**config.mk**
```make
export PLATFORM = sky130hd
export DESIGN_NAME = e203_itcm_icb_arbt_flat
export DESIGN_NICKNAME = d
export VERILOG_FILES = /design/src/rtl/e203_itcm_icb_arbt_if.sv /design/src/rtl/e203_itcm_icb_arbt.sv /design/src/flat_wrapper.sv
export SDC_FILE = /design/constraint.sdc
export NUM_CORES = 1
export LEC_CHECK = 0
export ABC_AREA = 1
export BUFFER_PORTS_ARGS = -buffer_cell sky130_fd_sc_hd__buf_4
export CAP_MARGIN = 20
export CORE_AREA = 5 5 181 183
export DETAILED_ROUTE_END_ITERATION = 8
export DIE_AREA = 0 0 186 188
export HOLD_SLACK_MARGIN = 0.05
export SLEW_MARGIN = 20
export SYNTH_ARGS = -nofsm -noshare
export SYNTH_HDL_FRONTEND = slang
export SYNTH_SLANG_ARGS = --single-unit
```
**constraint.sdc**
```tcl
create_clock -name clk -period 1.6 [get_ports clk]
set_clock_uncertainty 0.1 [all_clocks]
set_input_delay 0.16 -clock clk [delete_from_list [all_inputs] [get_ports clk]]
set_output_delay 0.16 -clock clk [all_outputs]
set_load 0.02 [all_outputs]
```
**src/rtl/e203_itcm_icb_arbt_if.sv**
```systemverilog
// ---------------------------------------------------------------------------
// e203_itcm_icb_arbt_if
//   One ICB link: a command channel (valid/ready/addr/read/wdata/wmask) and
//   a response channel (valid/ready/err/rdata).
//   master modport : drives the command, accepts the response
//   slave  modport : accepts the command, drives the response
// Parameters: AW address width, DW data width (wmask is DW/8 bits).
// ---------------------------------------------------------------------------
interface e203_itcm_icb_arbt_if #(
    parameter int AW = 16,
    parameter int DW = 64
) ();
    logic            cmd_valid;
    logic            cmd_ready;
    logic [AW-1:0]   cmd_addr;
    logic            cmd_read;
    logic [DW-1:0]   cmd_wdata;
    logic [DW/8-1:0] cmd_wmask;
    logic            rsp_valid;
    logic            rsp_ready;
    logic            rsp_err;
    logic [DW-1:0]   rsp_rdata;

    modport master (
        output cmd_valid, cmd_addr, cmd_read, cmd_wdata, cmd_wmask, rsp_ready,
        input  cmd_ready, rsp_valid, rsp_err, rsp_rdata
    );

    modport slave (
        input  cmd_valid, cmd_addr, cmd_read, cmd_wdata, cmd_wmask, rsp_ready,
        output cmd_ready, rsp_valid, rsp_err, rsp_rdata
    );
endinterface

```
**src/rtl/e203_itcm_icb_arbt.sv**
```systemverilog
// ---------------------------------------------------------------------------
// e203_itcm_icb_arbt
//   Shares the ITCM ICB port between the IFU fetch path (read-only) and the
//   LSU. LSU has priority on the command channel; an in-order ownership FIFO
//   steers each ITCM response back to the requester that issued it.
//   ifu_holdup flags that the ITCM output still holds the IFU's last read.
//
// Ports:
//   clk, rst    clock, synchronous active-high reset
//   ifu         ICB slave side for the IFU (cmd_read/wdata/wmask ignored,
//               IFU commands are always reads)
//   lsu         ICB slave side for the LSU
//   itcm        ICB master side toward the ITCM RAM controller
//   ifu_holdup  1 after an IFU cmd handshake until the next LSU handshake
//
// Optional feature (macro E203_ITCM_ARBT_STARVE_EN):
//   A 3-bit saturating counter of LSU wins taken while the IFU was waiting;
//   once it reaches STARVE_MAX the IFU is forced to win the next grant.
//   Without the macro the LSU has strict priority and no counter exists.
// ---------------------------------------------------------------------------
module e203_itcm_icb_arbt #(
    parameter int AW         = 16,
    parameter int DW         = 64,
    parameter int OUTS       = 2,
    parameter int STARVE_MAX = 4
) (
    input  logic                     clk,
    input  logic                     rst,
    e203_itcm_icb_arbt_if.slave      ifu,
    e203_itcm_icb_arbt_if.slave      lsu,
    e203_itcm_icb_arbt_if.master     itcm,
    output logic                     ifu_holdup
);
    localparam int CW = $clog2(OUTS + 1);

    if (OUTS < 1 || STARVE_MAX < 1 || STARVE_MAX > 7) begin : g_param_chk
        $error("e203_itcm_icb_arbt: OUTS must be >=1 and STARVE_MAX in 1..7");
    end

    logic            force_ifu;
    logic            sel_lsu;
    logic            fifo_full;
    logic            fifo_empty;
    logic            head;
    logic            push;
    logic            pop;
    logic            ifu_hs;
    logic            lsu_hs;
    logic [CW-1:0]   cnt;
    logic [CW-1:0]   wr_idx;
    logic [OUTS-1:0] own;
    logic [OUTS-1:0] own_nxt;

    // ---------------- command grant ----------------
    assign sel_lsu   = lsu.cmd_valid & ~force_ifu;
    assign fifo_full = (cnt == CW'(OUTS));
    assign fifo_empty = (cnt == '0);
    assign head      = own[0];

    assign itcm.cmd_valid = (lsu.cmd_valid | ifu.cmd_valid) & ~fifo_full;
    assign itcm.cmd_addr  = sel_lsu ? lsu.cmd_addr  : ifu.cmd_addr;
    assign itcm.cmd_read  = sel_lsu ? lsu.cmd_read  : 1'b1;
    assign itcm.cmd_wdata = sel_lsu ? lsu.cmd_wdata : '0;
    assign itcm.cmd_wmask = sel_lsu ? lsu.cmd_wmask : '0;

    // Full gates ready on the occupancy alone, so a same-cycle pop never
    // opens a path from rsp_ready to cmd_ready.
    assign lsu.cmd_ready =  sel_lsu & itcm.cmd_ready & ~fifo_full;
    assign ifu.cmd_ready = ~sel_lsu & itcm.cmd_ready & ~fifo_full;

    assign lsu_hs = lsu.cmd_valid & lsu.cmd_ready;
    assign ifu_hs = ifu.cmd_valid & ifu.cmd_ready;

    // ---------------- response routing ----------------
    assign ifu.rsp_valid = itcm.rsp_valid & ~fifo_empty & ~head;
    assign lsu.rsp_valid = itcm.rsp_valid & ~fifo_empty &  head;
    assign itcm.rsp_ready = ~fifo_empty & (head ? lsu.rsp_ready : ifu.rsp_ready);
    assign ifu.rsp_err   = itcm.rsp_err;
    assign lsu.rsp_err   = itcm.rsp_err;
    assign ifu.rsp_rdata = itcm.rsp_rdata;
    assign lsu.rsp_rdata = itcm.rsp_rdata;

    // ---------------- ownership FIFO ----------------
    // Stored as a shift register: entry 0 is the head, a pop shifts down and
    // a push lands just past the last valid entry (after any shift).
    assign push   = itcm.cmd_valid & itcm.cmd_ready;
    assign pop    = itcm.rsp_valid & itcm.rsp_ready;
    assign wr_idx = cnt - CW'(pop);

    always_comb begin
        own_nxt = own;
        if (pop)
            own_nxt = own >> 1;
        if (push) begin
            for (int i = 0; i < OUTS; i++) begin
                if (CW'(i) == wr_idx)
                    own_nxt[i] = sel_lsu;
            end
        end
    end

    always_ff @(posedge clk) begin
        if (rst) begin
            cnt <= '0;
            own <= '0;
        end else begin
            cnt <= cnt + CW'(push) - CW'(pop);
            own <= own_nxt;
        end
    end

    // ---------------- ifu_holdup ----------------
    always_ff @(posedge clk) begin
        if (rst)
            ifu_holdup <= 1'b0;
        else if (ifu_hs)
            ifu_holdup <= 1'b1;
        else if (lsu_hs)
            ifu_holdup <= 1'b0;
    end

    // ---------------- starvation guard ----------------
`ifdef E203_ITCM_ARBT_STARVE_EN
    localparam logic [2:0] SMAX = 3'(STARVE_MAX);
    logic [2:0] starve_cnt;

    assign force_ifu = (starve_cnt >= SMAX) & ifu.cmd_valid;

    always_ff @(posedge clk) begin
        if (rst)
            starve_cnt <= 3'd0;
        else if (ifu_hs)
            starve_cnt <= 3'd0;
        else if (lsu_hs && ifu.cmd_valid && starve_cnt != 3'd7)
            starve_cnt <= starve_cnt + 3'd1;
    end
`else
    assign force_ifu = 1'b0;
`endif

endmodule
```
**src/flat_wrapper.sv**
```systemverilog
// flat-port wrapper written by rule: the top's interface ports become plain ports
module e203_itcm_icb_arbt_flat 
#(
    parameter int AW         = 16,
    parameter int DW         = 64,
    parameter int OUTS       = 2,
    parameter int STARVE_MAX = 4
)
  (clk, rst, ifu_holdup, ifu_cmd_valid, ifu_cmd_addr, ifu_cmd_read, ifu_cmd_wdata, ifu_cmd_wmask, ifu_rsp_ready, ifu_cmd_ready, ifu_rsp_valid, ifu_rsp_err, ifu_rsp_rdata, lsu_cmd_valid, lsu_cmd_addr, lsu_cmd_read, lsu_cmd_wdata, lsu_cmd_wmask, lsu_rsp_ready, lsu_cmd_ready, lsu_rsp_valid, lsu_rsp_err, lsu_rsp_rdata, itcm_cmd_valid, itcm_cmd_addr, itcm_cmd_read, itcm_cmd_wdata, itcm_cmd_wmask, itcm_rsp_ready, itcm_cmd_ready, itcm_rsp_valid, itcm_rsp_err, itcm_rsp_rdata);
  e203_itcm_icb_arbt_if #(.AW(AW), .DW(DW)) ifu_i ();
  e203_itcm_icb_arbt_if #(.AW(AW), .DW(DW)) lsu_i ();
  e203_itcm_icb_arbt_if #(.AW(AW), .DW(DW)) itcm_i ();
  input  logic clk;
  input  logic rst;
  output logic ifu_holdup;
  input wire logic [$bits(ifu_i.cmd_valid)-1:0] ifu_cmd_valid;
  input wire logic [$bits(ifu_i.cmd_addr)-1:0] ifu_cmd_addr;
  input wire logic [$bits(ifu_i.cmd_read)-1:0] ifu_cmd_read;
  input wire logic [$bits(ifu_i.cmd_wdata)-1:0] ifu_cmd_wdata;
  input wire logic [$bits(ifu_i.cmd_wmask)-1:0] ifu_cmd_wmask;
  input wire logic [$bits(ifu_i.rsp_ready)-1:0] ifu_rsp_ready;
  output wire logic [$bits(ifu_i.cmd_ready)-1:0] ifu_cmd_ready;
  output wire logic [$bits(ifu_i.rsp_valid)-1:0] ifu_rsp_valid;
  output wire logic [$bits(ifu_i.rsp_err)-1:0] ifu_rsp_err;
  output wire logic [$bits(ifu_i.rsp_rdata)-1:0] ifu_rsp_rdata;
  input wire logic [$bits(lsu_i.cmd_valid)-1:0] lsu_cmd_valid;
  input wire logic [$bits(lsu_i.cmd_addr)-1:0] lsu_cmd_addr;
  input wire logic [$bits(lsu_i.cmd_read)-1:0] lsu_cmd_read;
  input wire logic [$bits(lsu_i.cmd_wdata)-1:0] lsu_cmd_wdata;
  input wire logic [$bits(lsu_i.cmd_wmask)-1:0] lsu_cmd_wmask;
  input wire logic [$bits(lsu_i.rsp_ready)-1:0] lsu_rsp_ready;
  output wire logic [$bits(lsu_i.cmd_ready)-1:0] lsu_cmd_ready;
  output wire logic [$bits(lsu_i.rsp_valid)-1:0] lsu_rsp_valid;
  output wire logic [$bits(lsu_i.rsp_err)-1:0] lsu_rsp_err;
  output wire logic [$bits(lsu_i.rsp_rdata)-1:0] lsu_rsp_rdata;
  output wire logic [$bits(itcm_i.cmd_valid)-1:0] itcm_cmd_valid;
  output wire logic [$bits(itcm_i.cmd_addr)-1:0] itcm_cmd_addr;
  output wire logic [$bits(itcm_i.cmd_read)-1:0] itcm_cmd_read;
  output wire logic [$bits(itcm_i.cmd_wdata)-1:0] itcm_cmd_wdata;
  output wire logic [$bits(itcm_i.cmd_wmask)-1:0] itcm_cmd_wmask;
  output wire logic [$bits(itcm_i.rsp_ready)-1:0] itcm_rsp_ready;
  input wire logic [$bits(itcm_i.cmd_ready)-1:0] itcm_cmd_ready;
  input wire logic [$bits(itcm_i.rsp_valid)-1:0] itcm_rsp_valid;
  input wire logic [$bits(itcm_i.rsp_err)-1:0] itcm_rsp_err;
  input wire logic [$bits(itcm_i.rsp_rdata)-1:0] itcm_rsp_rdata;
  assign ifu_i.cmd_valid = ifu_cmd_valid;
  assign ifu_i.cmd_addr = ifu_cmd_addr;
  assign ifu_i.cmd_read = ifu_cmd_read;
  assign ifu_i.cmd_wdata = ifu_cmd_wdata;
  assign ifu_i.cmd_wmask = ifu_cmd_wmask;
  assign ifu_i.rsp_ready = ifu_rsp_ready;
  assign ifu_cmd_ready = ifu_i.cmd_ready;
  assign ifu_rsp_valid = ifu_i.rsp_valid;
  assign ifu_rsp_err = ifu_i.rsp_err;
  assign ifu_rsp_rdata = ifu_i.rsp_rdata;
  assign lsu_i.cmd_valid = lsu_cmd_valid;
  assign lsu_i.cmd_addr = lsu_cmd_addr;
  assign lsu_i.cmd_read = lsu_cmd_read;
  assign lsu_i.cmd_wdata = lsu_cmd_wdata;
  assign lsu_i.cmd_wmask = lsu_cmd_wmask;
  assign lsu_i.rsp_ready = lsu_rsp_ready;
  assign lsu_cmd_ready = lsu_i.cmd_ready;
  assign lsu_rsp_valid = lsu_i.rsp_valid;
  assign lsu_rsp_err = lsu_i.rsp_err;
  assign lsu_rsp_rdata = lsu_i.rsp_rdata;
  assign itcm_cmd_valid = itcm_i.cmd_valid;
  assign itcm_cmd_addr = itcm_i.cmd_addr;
  assign itcm_cmd_read = itcm_i.cmd_read;
  assign itcm_cmd_wdata = itcm_i.cmd_wdata;
  assign itcm_cmd_wmask = itcm_i.cmd_wmask;
  assign itcm_rsp_ready = itcm_i.rsp_ready;
  assign itcm_i.cmd_ready = itcm_cmd_ready;
  assign itcm_i.rsp_valid = itcm_rsp_valid;
  assign itcm_i.rsp_err = itcm_rsp_err;
  assign itcm_i.rsp_rdata = itcm_rsp_rdata;
  e203_itcm_icb_arbt #(.AW(AW), .DW(DW), .OUTS(OUTS), .STARVE_MAX(STARVE_MAX)) u_core (.clk(clk), .rst(rst), .ifu(ifu_i), .lsu(lsu_i), .itcm(itcm_i), .ifu_holdup(ifu_holdup));
endmodule
```
Yosys cells after proc, flatten, opt, wreduce, memory -nomap -nowiden. Index checks and enable logic that the tools add are counted.

Equal/unequal tests: 2. Bitwise gates (word level): 18. Multiplexer cells: 11. Reductions and logical operators: 3. Add/sub/neg operators: 3.

Operators with widths (count): 64-bit 2-to-1 mux (1); 16-bit 2-to-1 mux (1); 1-bit bitwise AND (13); 8-bit 2-to-1 mux (1); 1-bit 2-to-1 mux (6); 2-bit zero test (2); 2-bit 2-to-1 mux (2); 1-bit NOT (4); 2-bit by 1-bit subtractor with 2-bit output (2); 2-bit by 1-bit adder with 2-bit output (1); 1-bit by 2-bit equality test with 1-bit output (first input constant) (1); 2-bit equality test (second input constant) (1); 2-bit nonzero test (1); 1-bit OR (1).

Flip-flop bits (word level): 5. Logic and storage cells: 40. Bits of input ports: 251. Output and inout port bits: 226.

Depth between registers and ports, before layout. Gate-level depths: netlist of the first run.

Depth in word-level cells: 8. Gate-level depth with buffers: 13. Mapped depth without buffers: 13.

Least setup slack after synthesis of the first run. No wires, ideal clock.

Kind: register to register. From: register u_core.own[0]. To: register u_core.cnt[1]. Required time: 1.379 ns. Cell stages (with the launch flop): 10. Slack: -0.038 ns. Setup time: 0.121 ns. Buffers on the path: 0. Period minus slack after synthesis: 1.638 ns. Arrival: 1.417 ns. Cells stage by stage: dfxtp_1 inv_1 o21ai_1 nor2_1 ha_1 inv_1 ha_1 xnor2_1 o21ai_0 a21oi_1.

Cells in the longest elaborated chain, start to end: 4.

RTL lines: from (decl) (RTL line e203_itcm_icb_arbt.sv:51) `logic [OUTS-1:0] own;`; from (signal assigned) (RTL line e203_itcm_icb_arbt.sv:108) `own <= own_nxt;`; 1-bit 2-to-1 mux (RTL line e203_itcm_icb_arbt.sv:77) `assign itcm.rsp_ready = ~fifo_empty & (head ? lsu.rsp_ready : ifu.rsp_ready);`; 1-bit bitwise AND (RTL line e203_itcm_icb_arbt.sv:77); 1-bit bitwise AND (RTL line e203_itcm_icb_arbt.sv:87) `assign pop = itcm.rsp_valid & itcm.rsp_ready;`; 2-bit by 1-bit subtractor with 2-bit output (RTL line e203_itcm_icb_arbt.sv:107) `cnt <= cnt + CW'(push) - CW'(pop);`; to (signal assigned) (RTL line e203_itcm_icb_arbt.sv:107); to (decl) (RTL line e203_itcm_icb_arbt.sv:49) `logic [CW-1:0] cnt;`.

Every way passes these cells. A chain may end at the register's enable or synchronous reset.

Final worst setup path of the first run. Same ends and word-level chain as after synthesis.

==> results of run 1 <==
[flip-flops by register name, indices dropped and copies added, names as in the netlist]
name,flops
u_core.own,2
u_core.ifu_holdup,1
u_core.cnt,2
[what timing repair did]
item,in CTS,in global routing
pin swaps,6,10
setup endpoints to repair,4,4
setup buffers,4,0
endpoints found under the hold margin,2,0
hold buffers,1,0
resized for setup,10,17
[routing by layer]
metal  global-route usage  part of all wire  vias up
met4               0.0384             0.085        0
met5                    0                 0        -
met1               0.0448              0.31      951
li1                     -                 -     1164
met2               0.0779              0.45      208
met3               0.0239              0.15       55
[critical path: cells and delay by family, from the launching register on]
family	cells	cell delay, ns
AOI/OAI and AO/OA	3	0.32
xor gates and xnor gates	1	0.13
adders and majority gates	2	0.43
buffers and inverters	2	0.08
DFF	1	0.34
and+or+nand+nor	1	0.09
[area by class of cell]
| type | count | area [um2] |
|---|---|---|
| diodes | 1 | 2.50 |
| clock buffers | 4 | 78.8 |
| fillers | 3632 | 27500 |
| well taps | 402 | 503 |
| repair buffers | 223 | 1700 |
| inverters | 86 | 330 |
| flip-flops and latches | 5 | 104 |
| multi-input cells | 169 | 810 |
[power groups by stage]
stage / Clock, W / Sequential [W] / Combinational (W)
6_report: 0.000422 / 0.000217 / 0.00160
5_1_grt: 0.000445 / 0.000228 / 0.00175
4_1_cts: 0.000434 / 0.000207 / 0.00148
3_5_place_dp: 0 / 0.000200 / 0.00137
3_3_place_gp: 0 / 0.000200 / 0.00135
2_1_floorplan: 0 / 0.000207 / 0.00113
[how the worst min path moves through the flow]
stage	endpoint	slack, ns
3_5_place_dp	ifu_rsp_rdata[57]	0.22
2_1_floorplan	u_core.ifu_holdup	0.13
3_3_place_gp	ifu_rsp_rdata[57]	0.22
6_report	u_core.ifu_holdup	0.10
5_1_grt	u_core.ifu_holdup	0.11
4_1_cts	u_core.ifu_holdup	0.10
[cell usage in the layout (no fill, tap or decap)]
| master | netlist | layout |
|---|---|---|
| inv_2 | 3 | 3 |
| buf_6 | 0 | 2 |
| inv_1 | 83 | 80 |
| clkbuf_1 | 0 | 1 |
| buf_4 | 132 | 219 |
| nand2_4 | 1 | 3 |
| o21ai_4 | 0 | 1 |
| diode_2 | 0 | 1 |
| o21ai_2 | 0 | 1 |
| nor2_1 | 14 | 11 |
| or2_1 | 1 | 1 |
| nand3_2 | 1 | 1 |
| nor2_2 | 2 | 3 |
| a21oi_1 | 3 | 3 |
| nand2_2 | 2 | 2 |
| xnor2_2 | 0 | 1 |
| buf_12 | 0 | 1 |
| dfxtp_2 | 0 | 3 |
| dfxtp_1 | 5 | 2 |
| dlygate4sd3_1 | 0 | 1 |
| inv_4 | 0 | 3 |
| nand3_4 | 0 | 1 |
| nand3_1 | 3 | 2 |
| ha_4 | 0 | 3 |
| nor2_4 | 0 | 2 |
| nand2_1 | 134 | 132 |
| o21ai_1 | 2 | 1 |
| clkbuf_16 | 0 | 3 |
| o21ai_0 | 2 | 1 |
[per-stage QoR]
| step | total power [W] | cells | util | area (um2) |
|---|---|---|---|---|
| finish | 0.00224 | 890 | 0.113 | 3520 |
| global route | 0.00242 | 890 | 0.113 | 3520 |
| CTS | 0.00212 | 889 | 0.111 | 3440 |
| detailed placement | 0.00157 | 880 | 0.106 | 3280 |
| global placement | 0.00155 | 880 | 0.106 | 3280 |
| floorplan | 0.00134 | 402 | - | 2170 |
[cell families (layout without fill, tap and decap cells)]
| logic type | count (synthesis) | in the layout | share of synthesized area |
|---|---|---|---|
| buffers and inverters | 228 | 313 | 0.629 |
| AND/OR/NAND/NOR | 158 | 158 | 0.287 |
| AO/OA/AOI/OAI | 7 | 7 | 0.0162 |
| flip-flops | 5 | 5 | 0.0462 |
| adder cells (fa/ha/maj) | 3 | 3 | 0.0173 |
| XOR/XNOR | 1 | 1 | 0.00404 |
| other | 0 | 1 | 0 |
==> impl_metrics.py, run 1 <==
metrics = {
    "cts": {
        "cts_buffer_depth": 2,
        "cts_sinks": 5,
        "clkTransAtPathRegs_ns": 0.04,
        "cts_root_buf": "clkbuf_16",
        "cts_max_level": 1,
        "cts_buffers": 3,
        "cts_tree": "yes",
        "clk_latency_ns": 0.23,
    },
    "setup_path": {
        "cp-endpoint": "u_core.cnt[1]",
        "r2r_setup_slack_ns": 0.002,
        "rr_worst_depth": 9,
        "end_kind": "register",
        "max_stage_delay_ns": 0.34,
        "cp_slowest_cell": "dfxtp_2",
        "required_ns": 1.61,
        "crit_arrival_ns": 1.61,
        "reg2reg_from": "u_core.own[0]",
        "crit_start": "u_core.own[0]",
        "crit_path_max_fanout": 3,
        "reg2reg_to": "u_core.cnt[1]",
        "startpoint_type": "register",
        "critPathKind": "reg2reg",
        "crit_path_cell_trace": "inv_4 > o21ai_4 > nor2_4 > ha_4 > inv_4 > ha_4 > xnor2_2 > o21ai_1 > a21oi_1",
    },
    "route": {
        "drt_first_iter_violations": 78,
        "route.final.wire_length_um": 9580,
        "vias_per_cell": 2.67,
        "drc_errors": 0,
        "wl_per_cell_um": 10.8,
        "firstDrtPassIters": 6,
        "antenna_left": 0,
        "num_vias": 2378,
    },
    "synthesis": {
        "syn_area_per_cell_um2": 5.39,
        "synth_area_leader_cell": "buf_4",
        "synth_edf_count": 0,
        "synth.cell_area_um2": 2170,
        "synth_warnings": 0,
        "yosysSeqAreaShare": 0.0462,
        "ys_ff_latch": 5,
        "synth_commonest_cells": "nand2_1 (134), buf_4 (132), inv_1 (83)",
        "async_flop_share": 0,
        "syn_inst": 402,
        "yosysUniqueCellTypes": 18,
        "post-synth-top-count-cell": "nand2_1",
        "synth_top_area_frac": 0.457,
        "netlist_top_cells_area": "buf_4 (46%), nand2_1 (23%), inv_1 (14%)",
        "synth.net_count": 656,
        "ys.flop_type": "dfxtp_1",
    },
    "die": {
        "core_area_um2": 31100,
        "fp.dieH_um": 188,
        "floorplan.rows": 65,
        "dieArea_um2": 35000,
        "initial_core_util": 0.0698,
        "die_w_um": 186,
        "ios": 477,
    },
    "pwr": {
        "p_comb_frac": 0.714,
        "p_leak_nw": 2.23,
        "seq_power_share": 0.097,
        "p_switching_w": 0.000951,
        "p_clk_frac": 0.189,
        "swShare": 0.425,
        "peakVddDrop_mv": 0.196,
        "power_density_nw_per_um2": 634,
        "p_int_w": 0.00128,
    },
    "layout": {
        "layout.nets": 742,
        "syn_to_final_growth_pct": 62.6,
        "drive_above_1_share": 0.517,
    },
    "global_route": {
        "grt_pass1_wl_um": 13000,
        "grtUsageTotal": 0.0478,
        "grt_pass1_vias": 2414,
        "antenna_found_initial": 1,
        "gr-total-overflow": 0,
        "grt_max_degree": 90,
    },
    "sta": {
        "worst_pin_slew_ns": 0.433,
        "rsz0062_at_grt": "yes",
        "finalSetupViolations": 0,
        "hold_ws_ns": 0.103,
        "maxSlewHeadroom": 0.712,
        "min_period_ns": 1.60,
        "slew_violations": 0,
        "hold_violations": 0,
        "fin_crit_sh": 0.999,
        "finalWorstSetupSlack_ns": 0.00184,
        "setup_tns_ns": 0,
        "timing.fmax_ghz": 0.626,
    },
    "placed_design": {
        "dp.final_hpwl_um": 8160,
        "gp_congestion": 0.731,
        "pre_cts_ws_ns": -0.140,
        "io_buffer_count": 208,
    },
    "min_path": {
        "min_path_cells": 3,
        "hold_class": "in2reg",
        "hold_start": "ifu_cmd_valid",
    },
    "run": {
        "max-cap-violations": 0,
    },
    "status": {
        "status": "completed",
    },
}
Power figures use the tool's default switching activity.
==> run 2, diff against run 1 <==
==> constraint.sdc (replaced) <==
create_clock -name clk -period 1.6 [get_ports clk]
set_clock_uncertainty 0.1 [all_clocks]
set_input_delay 0.24 -clock clk [delete_from_list [all_inputs] [get_ports clk]]
set_output_delay 0.24 -clock clk [all_outputs]
set_load 0.02 [all_outputs]
==> run 2 against run 1 <==
  * The flow now finishes with violations (setup timing)
  * Routed wire length grew 0.34%
  * Die area stayed put
  * Setup slack lost 0.013 ns
  * Non-clock buffer count decreased by 1
  * Fmax fell by 0.83%
  * Cell area shrank 0.67%
  * Largest power group unchanged
  * Highest routed layer is now met5
==> impl_metrics.py, run 2 (synthesized netlist as in run 1, its figures left out) <==
metrics = {
    "status": {
        "status": "complete, but fails checks",
        "violations": "setup timing",
    },
    "cts": {
        "cts_buffers": 3,
        "cts_post_setup_buffers_inserted": 0,
        "clk_latency_ns": 0.23,
        "cts_max_level": 1,
        "cts_sinks": 5,
        "cts_tree": "yes",
        "clkTransAtPathRegs_ns": 0.04,
        "cts_buffer_depth": 2,
        "cts_root_buf": "clkbuf_16",
        "postCtsHoldBufs": 0,
    },
    "layout": {
        "mostFrequentLayoutCell": "buf_4",
        "final_cells": 889,
        "layout.nets": 741,
        "drive_above_1_share": 0.516,
        "top_regs": "u_core.cnt (2), u_core.own (2), u_core.ifu_holdup (1)",
        "syn_to_final_growth_pct": 61.5,
        "fin_util": 0.113,
        "layout_common_cells": "buf_4 (220), nand2_1 (132), inv_1 (80), nor2_1 (12), inv_2 (4)",
        "nFillCells": 3640,
    },
    "placed_design": {
        "io_buffer_count": 208,
        "gp_congestion": 0.742,
        "dp.final_hpwl_um": 8420,
        "pre_cts_ws_ns": -0.115,
        "placed_cells": 884,
    },
    "global_route": {
        "gr-total-overflow": 0,
        "grtUsageTotal": 0.0484,
        "antenna_found_initial": 2,
        "grt_pass1_vias": 2465,
        "grt_max_degree": 71,
        "grt_pass1_wl_um": 13200,
    },
    "setup_path": {
        "rr_worst_depth": 9,
        "r2r_setup_slack_ns": -0.01,
        "required_ns": 1.61,
        "critPathKind": "reg2reg",
        "crit_arrival_ns": 1.62,
        "end_kind": "register",
        "startpoint_type": "register",
        "reg2reg_from": "u_core.own[0]",
        "crit_path_max_fanout": 4,
        "reg2reg_to": "u_core.cnt[1]",
    },
    "die": {
        "core_area_um2": 31100,
        "die_w_um": 186,
        "ios": 477,
        "initial_core_util": 0.0698,
        "fp.dieH_um": 188,
        "dieArea_um2": 35000,
        "floorplan.rows": 65,
    },
    "min_path": {
        "hold_class": "in2reg",
        "hold_start": "rst",
        "min_path_cells": 2,
        "hold_end": "u_core.cnt[0]",
    },
    "sta": {
        "timing.fmax_ghz": 0.621,
        "finalSetupViolations": 1,
        "fin_crit_sh": 1.01,
        "finalWorstSetupSlack_ns": -0.0115,
        "rsz0062_at_grt": "yes",
        "slew_violations": 0,
        "hold_violations": 0,
        "min_period_ns": 1.61,
        "maxSlewHeadroom": 0.782,
        "worst_pin_slew_ns": 0.327,
    },
    "route": {
        "route.final.wire_length_um": 9620,
        "vias_per_cell": 2.67,
        "wl_per_cell_um": 10.8,
        "firstDrtPassIters": 4,
        "antenna_left": 0,
        "num_vias": 2375,
        "drc_errors": 0,
        "drt_first_iter_violations": 64,
    },
    "run": {
        "max-cap-violations": 0,
    },
    "pwr": {
        "peakVddDrop_mv": 0.227,
        "p_leak_nw": 2.23,
        "p_total_w": 0.00218,
        "power_density_nw_per_um2": 622,
    },
}
## run 2: changes by cell type in the layout (fill, tap and decap cells not counted), sizes merged
cell	previous run	this run
dlygate4sd3	1	0
## run 2: stage by stage
stage	hold WS [ns]	setup TNS [ns]	instance area [um2]
floorplan	0.209	0	2170
global placement	0.333	-0.182	3310
detailed placement	0.339	-0.282	3310
CTS	0.0918	-0.0535	3410
global route	0.0940	-0.181	3500
finish	0.0884	-0.0115	3500
## run 2: report_power, final
part	switching (W)	leakage, nW	internal, W	total (W)
registers	0.0000377	0.0421	0.000173	0.000211
logic	0.000803	2.15	0.000747	0.00155
clock network	0.0000859	0.0382	0.000331	0.000417
## run 2: what timing repair did
action / 4_1_cts / 5_1_grt
pin swaps: 5 / 10
setup endpoints to repair: 3 / 3
resized for setup: 8 / 16
## run 2: cell type report
class / count / area [um2] / share of cell area
Timing Repair Buffer: 222 / 1680 / 0.481
Multi-Input combinational cell: 169 / 802 / 0.229
Tap cell: 402 / 503 / 0.144
Inverter: 86 / 328 / 0.0936
Sequential cell: 5 / 104 / 0.0297
Clock buffer: 4 / 78.8 / 0.0225
Antenna cell: 1 / 2.50 / 0.000715
## run 2: worst max-delay path by stage
stage / from / cells past startpoint / slack (ns) / endpoint
after floorplan: u_core.cnt[1] / 8 / 0.002 / u_core.cnt[1]
after global placement: u_core.own[0] / 10 / -0.1 / u_core.cnt[1]
after detailed placement: u_core.own[0] / 10 / -0.11 / u_core.cnt[1]
after CTS: u_core.cnt[1] / 9 / -0.05 / u_core.cnt[1]
after global routing: u_core.own[0] / 9 / -0.12 / u_core.cnt[1]
final: u_core.own[0] / 9 / -0.01 / u_core.cnt[1]
## run 2: worst max-delay path: stages, from the launching register on
cell	delay (ns)
dfxtp_2	0.34
inv_4	0.05
o21ai_4	0.16
nor2_4	0.09
ha_4	0.27
inv_2	0.04
ha_4	0.15
xnor2_2	0.13
o21ai_1	0.13
a21oi_1	0.05
## run 2: per-layer routing
layer | share of wire | global-route usage | routed length [um] | vias to the layer above
met5 | 0.00073 | 0 | 7 | -
met4 | 0.067 | 0.0370 | 643 | 2
met3 | 0.13 | 0.0200 | 1280 | 51
met2 | 0.47 | 0.0799 | 4500 | 195
met1 | 0.33 | 0.0478 | 3180 | 965
li1 | - | - | - | 1162
==> run 3, diff against run 2 <==
PLACE_DENSITY_LB_ADDON = 0.3   (was not set)
==> run 3 against run 2 <==
  * The run still ends with setup timing left
  * Combinational power decreased by 3%
  * Clock-buffer cell count stayed put
  * Sequential power rose by 7%
  * Non-clock buffer count increased by 4
  * Register-to-register slack hardly changed
  * First-iteration DRC count down 70%
  * Cell count up 0.34%
  * Critical path type unchanged
==> impl_metrics.py, run 3 (synthesized netlist as in run 1, its figures left out) <==
metrics = {
    "route": {
        "vias_per_cell": 2.60,
        "num_vias": 2320,
        "route.final.wire_length_um": 9140,
        "drc_errors": 0,
        "antenna_left": 0,
        "firstDrtPassIters": 4,
        "drt_first_iter_violations": 19,
        "wl_per_cell_um": 10.2,
    },
    "global_route": {
        "grt_pass1_vias": 2416,
        "gr-total-overflow": 0,
        "grtUsageTotal": 0.0461,
        "grt_pass1_wl_um": 12700,
        "grt_max_degree": 44,
        "antenna_found_initial": 1,
    },
    "sta": {
        "finalSetupViolations": 2,
        "maxSlewHeadroom": 0.813,
        "slew_violations": 0,
        "hold_violations": 0,
        "timing.fmax_ghz": 0.619,
        "finalWorstSetupSlack_ns": -0.0166,
        "fin_crit_sh": 1.01,
        "hold_ws_ns": 0.0963,
        "rsz0062_at_grt": "yes",
        "min_period_ns": 1.62,
        "worst_pin_slew_ns": 0.277,
    },
    "min_path": {
        "min_path_cells": 2,
        "hold_end": "u_core.cnt[0]",
        "hold_class": "in2reg",
        "hold_start": "rst",
    },
    "layout": {
        "layout.nets": 745,
        "drive_above_1_share": 0.518,
        "syn_to_final_growth_pct": 63.3,
        "final_cell_area_um2": 3540,
        "layout_common_cells": "buf_4 (221), nand2_1 (132), inv_1 (81), nor2_1 (11)",
        "top_regs": "u_core.cnt (2), u_core.own (2), u_core.ifu_holdup (1)",
        "nFillCells": 3670,
        "antenna_cells": 0,
        "mostFrequentLayoutCell": "buf_4",
        "fin_util": 0.114,
    },
    "die": {
        "core_area_um2": 31100,
        "dieArea_um2": 35000,
        "initial_core_util": 0.0698,
        "ios": 477,
        "fp.dieH_um": 188,
        "floorplan.rows": 65,
        "die_w_um": 186,
    },
    "setup_path": {
        "critPathKind": "reg2reg",
        "required_ns": 1.61,
        "crit_path_max_fanout": 4,
        "crit_start": "u_core.cnt[1]",
        "reg2reg_to": "u_core.cnt[1]",
        "end_kind": "register",
        "r2r_setup_slack_ns": -0.02,
        "reg2reg_from": "u_core.cnt[1]",
        "startpoint_type": "register",
        "rr_worst_depth": 9,
        "crit_arrival_ns": 1.62,
    },
    "placed_design": {
        "pre_cts_ws_ns": -0.161,
        "dp.final_hpwl_um": 8000,
        "dpl-instance-area_um2": 3370,
        "io_buffer_count": 208,
        "gp_congestion": 0.660,
    },
    "cts": {
        "cts_root_buf": "clkbuf_16",
        "clk_latency_ns": 0.23,
        "cts_buffer_depth": 2,
        "cts_sinks": 5,
        "cts_buffers": 3,
        "cts_max_level": 1,
        "clkTransAtPathRegs_ns": 0.03,
        "cts_tree": "yes",
    },
    "status": {
        "violations": "setup timing",
        "status": "complete, but fails checks",
    },
    "pwr": {
        "power_density_nw_per_um2": 606,
        "p_leak_nw": 2.26,
        "peakVddDrop_mv": 0.350,
    },
    "run": {
        "max-cap-violations": 0,
    },
}
run 3: routing by layer:
layer / track usage / wire [um]
met5: 0 / 0
met4: 0.0280 / 583
met3: 0.0192 / 1240
met2: 0.0735 / 4030
met1: 0.0506 / 3290
run 3: layout make-up:
| type | instances | area, um2 | area share |
|---|---|---|---|
| clock buffers | 4 | 78.8 | 0.0223 |
| inverters | 86 | 328 | 0.0926 |
| multi-input cells | 169 | 777 | 0.219 |
| flip-flops and latches | 5 | 104 | 0.0293 |
| well taps | 402 | 503 | 0.142 |
| repair buffers | 226 | 1750 | 0.494 |
run 3: worst max-delay path: stages, from the launching register on:
cell and delay [ns]:
dfxtp_2 0.33, buf_6 0.13, nand2_2 0.08, nand3_2 0.08, ha_1 0.28, inv_1 0.04, ha_2 0.17, xnor2_2 0.13
o21ai_1 0.11, a21oi_1 0.05
run 3: worst max-delay path by stage:
stage	slack, ns	end	cells after the start
2_1_floorplan	0.002	u_core.cnt[1]	8
6_report	-0.02	u_core.cnt[1]	9
3_3_place_gp	-0.16	u_core.cnt[1]	9
4_1_cts	-0.04	u_core.cnt[1]	10
5_1_grt	-0.1	u_core.own[1]	12
3_5_place_dp	-0.16	u_core.cnt[1]	9
run 3: metrics by stage:
stage / cells / total power, W / TNS, ns
3_3_place_gp: 887 / 0.00159 / -0.243
3_5_place_dp: 887 / 0.00159 / -0.231
4_1_cts: 891 / 0.00206 / -0.0354
5_1_grt: 892 / 0.00232 / -0.290
6_report: 892 / 0.00215 / -0.0268
2_1_floorplan: 402 / 0.00134 / 0
run 3: power by group:
group / switching, W / internal, W
Sequential: 0.0000528 / 0.000173
Combinational: 0.000765 / 0.000745
Clock: 0.0000790 / 0.000330
Total: 0.000897 / 0.00125
run 3: repair_timing:
action	4_1_cts	5_1_grt
setup endpoints to repair	2	4
setup buffers	1	1
pin swaps	7	6
resized for setup	8	12
hold buffers	0	0
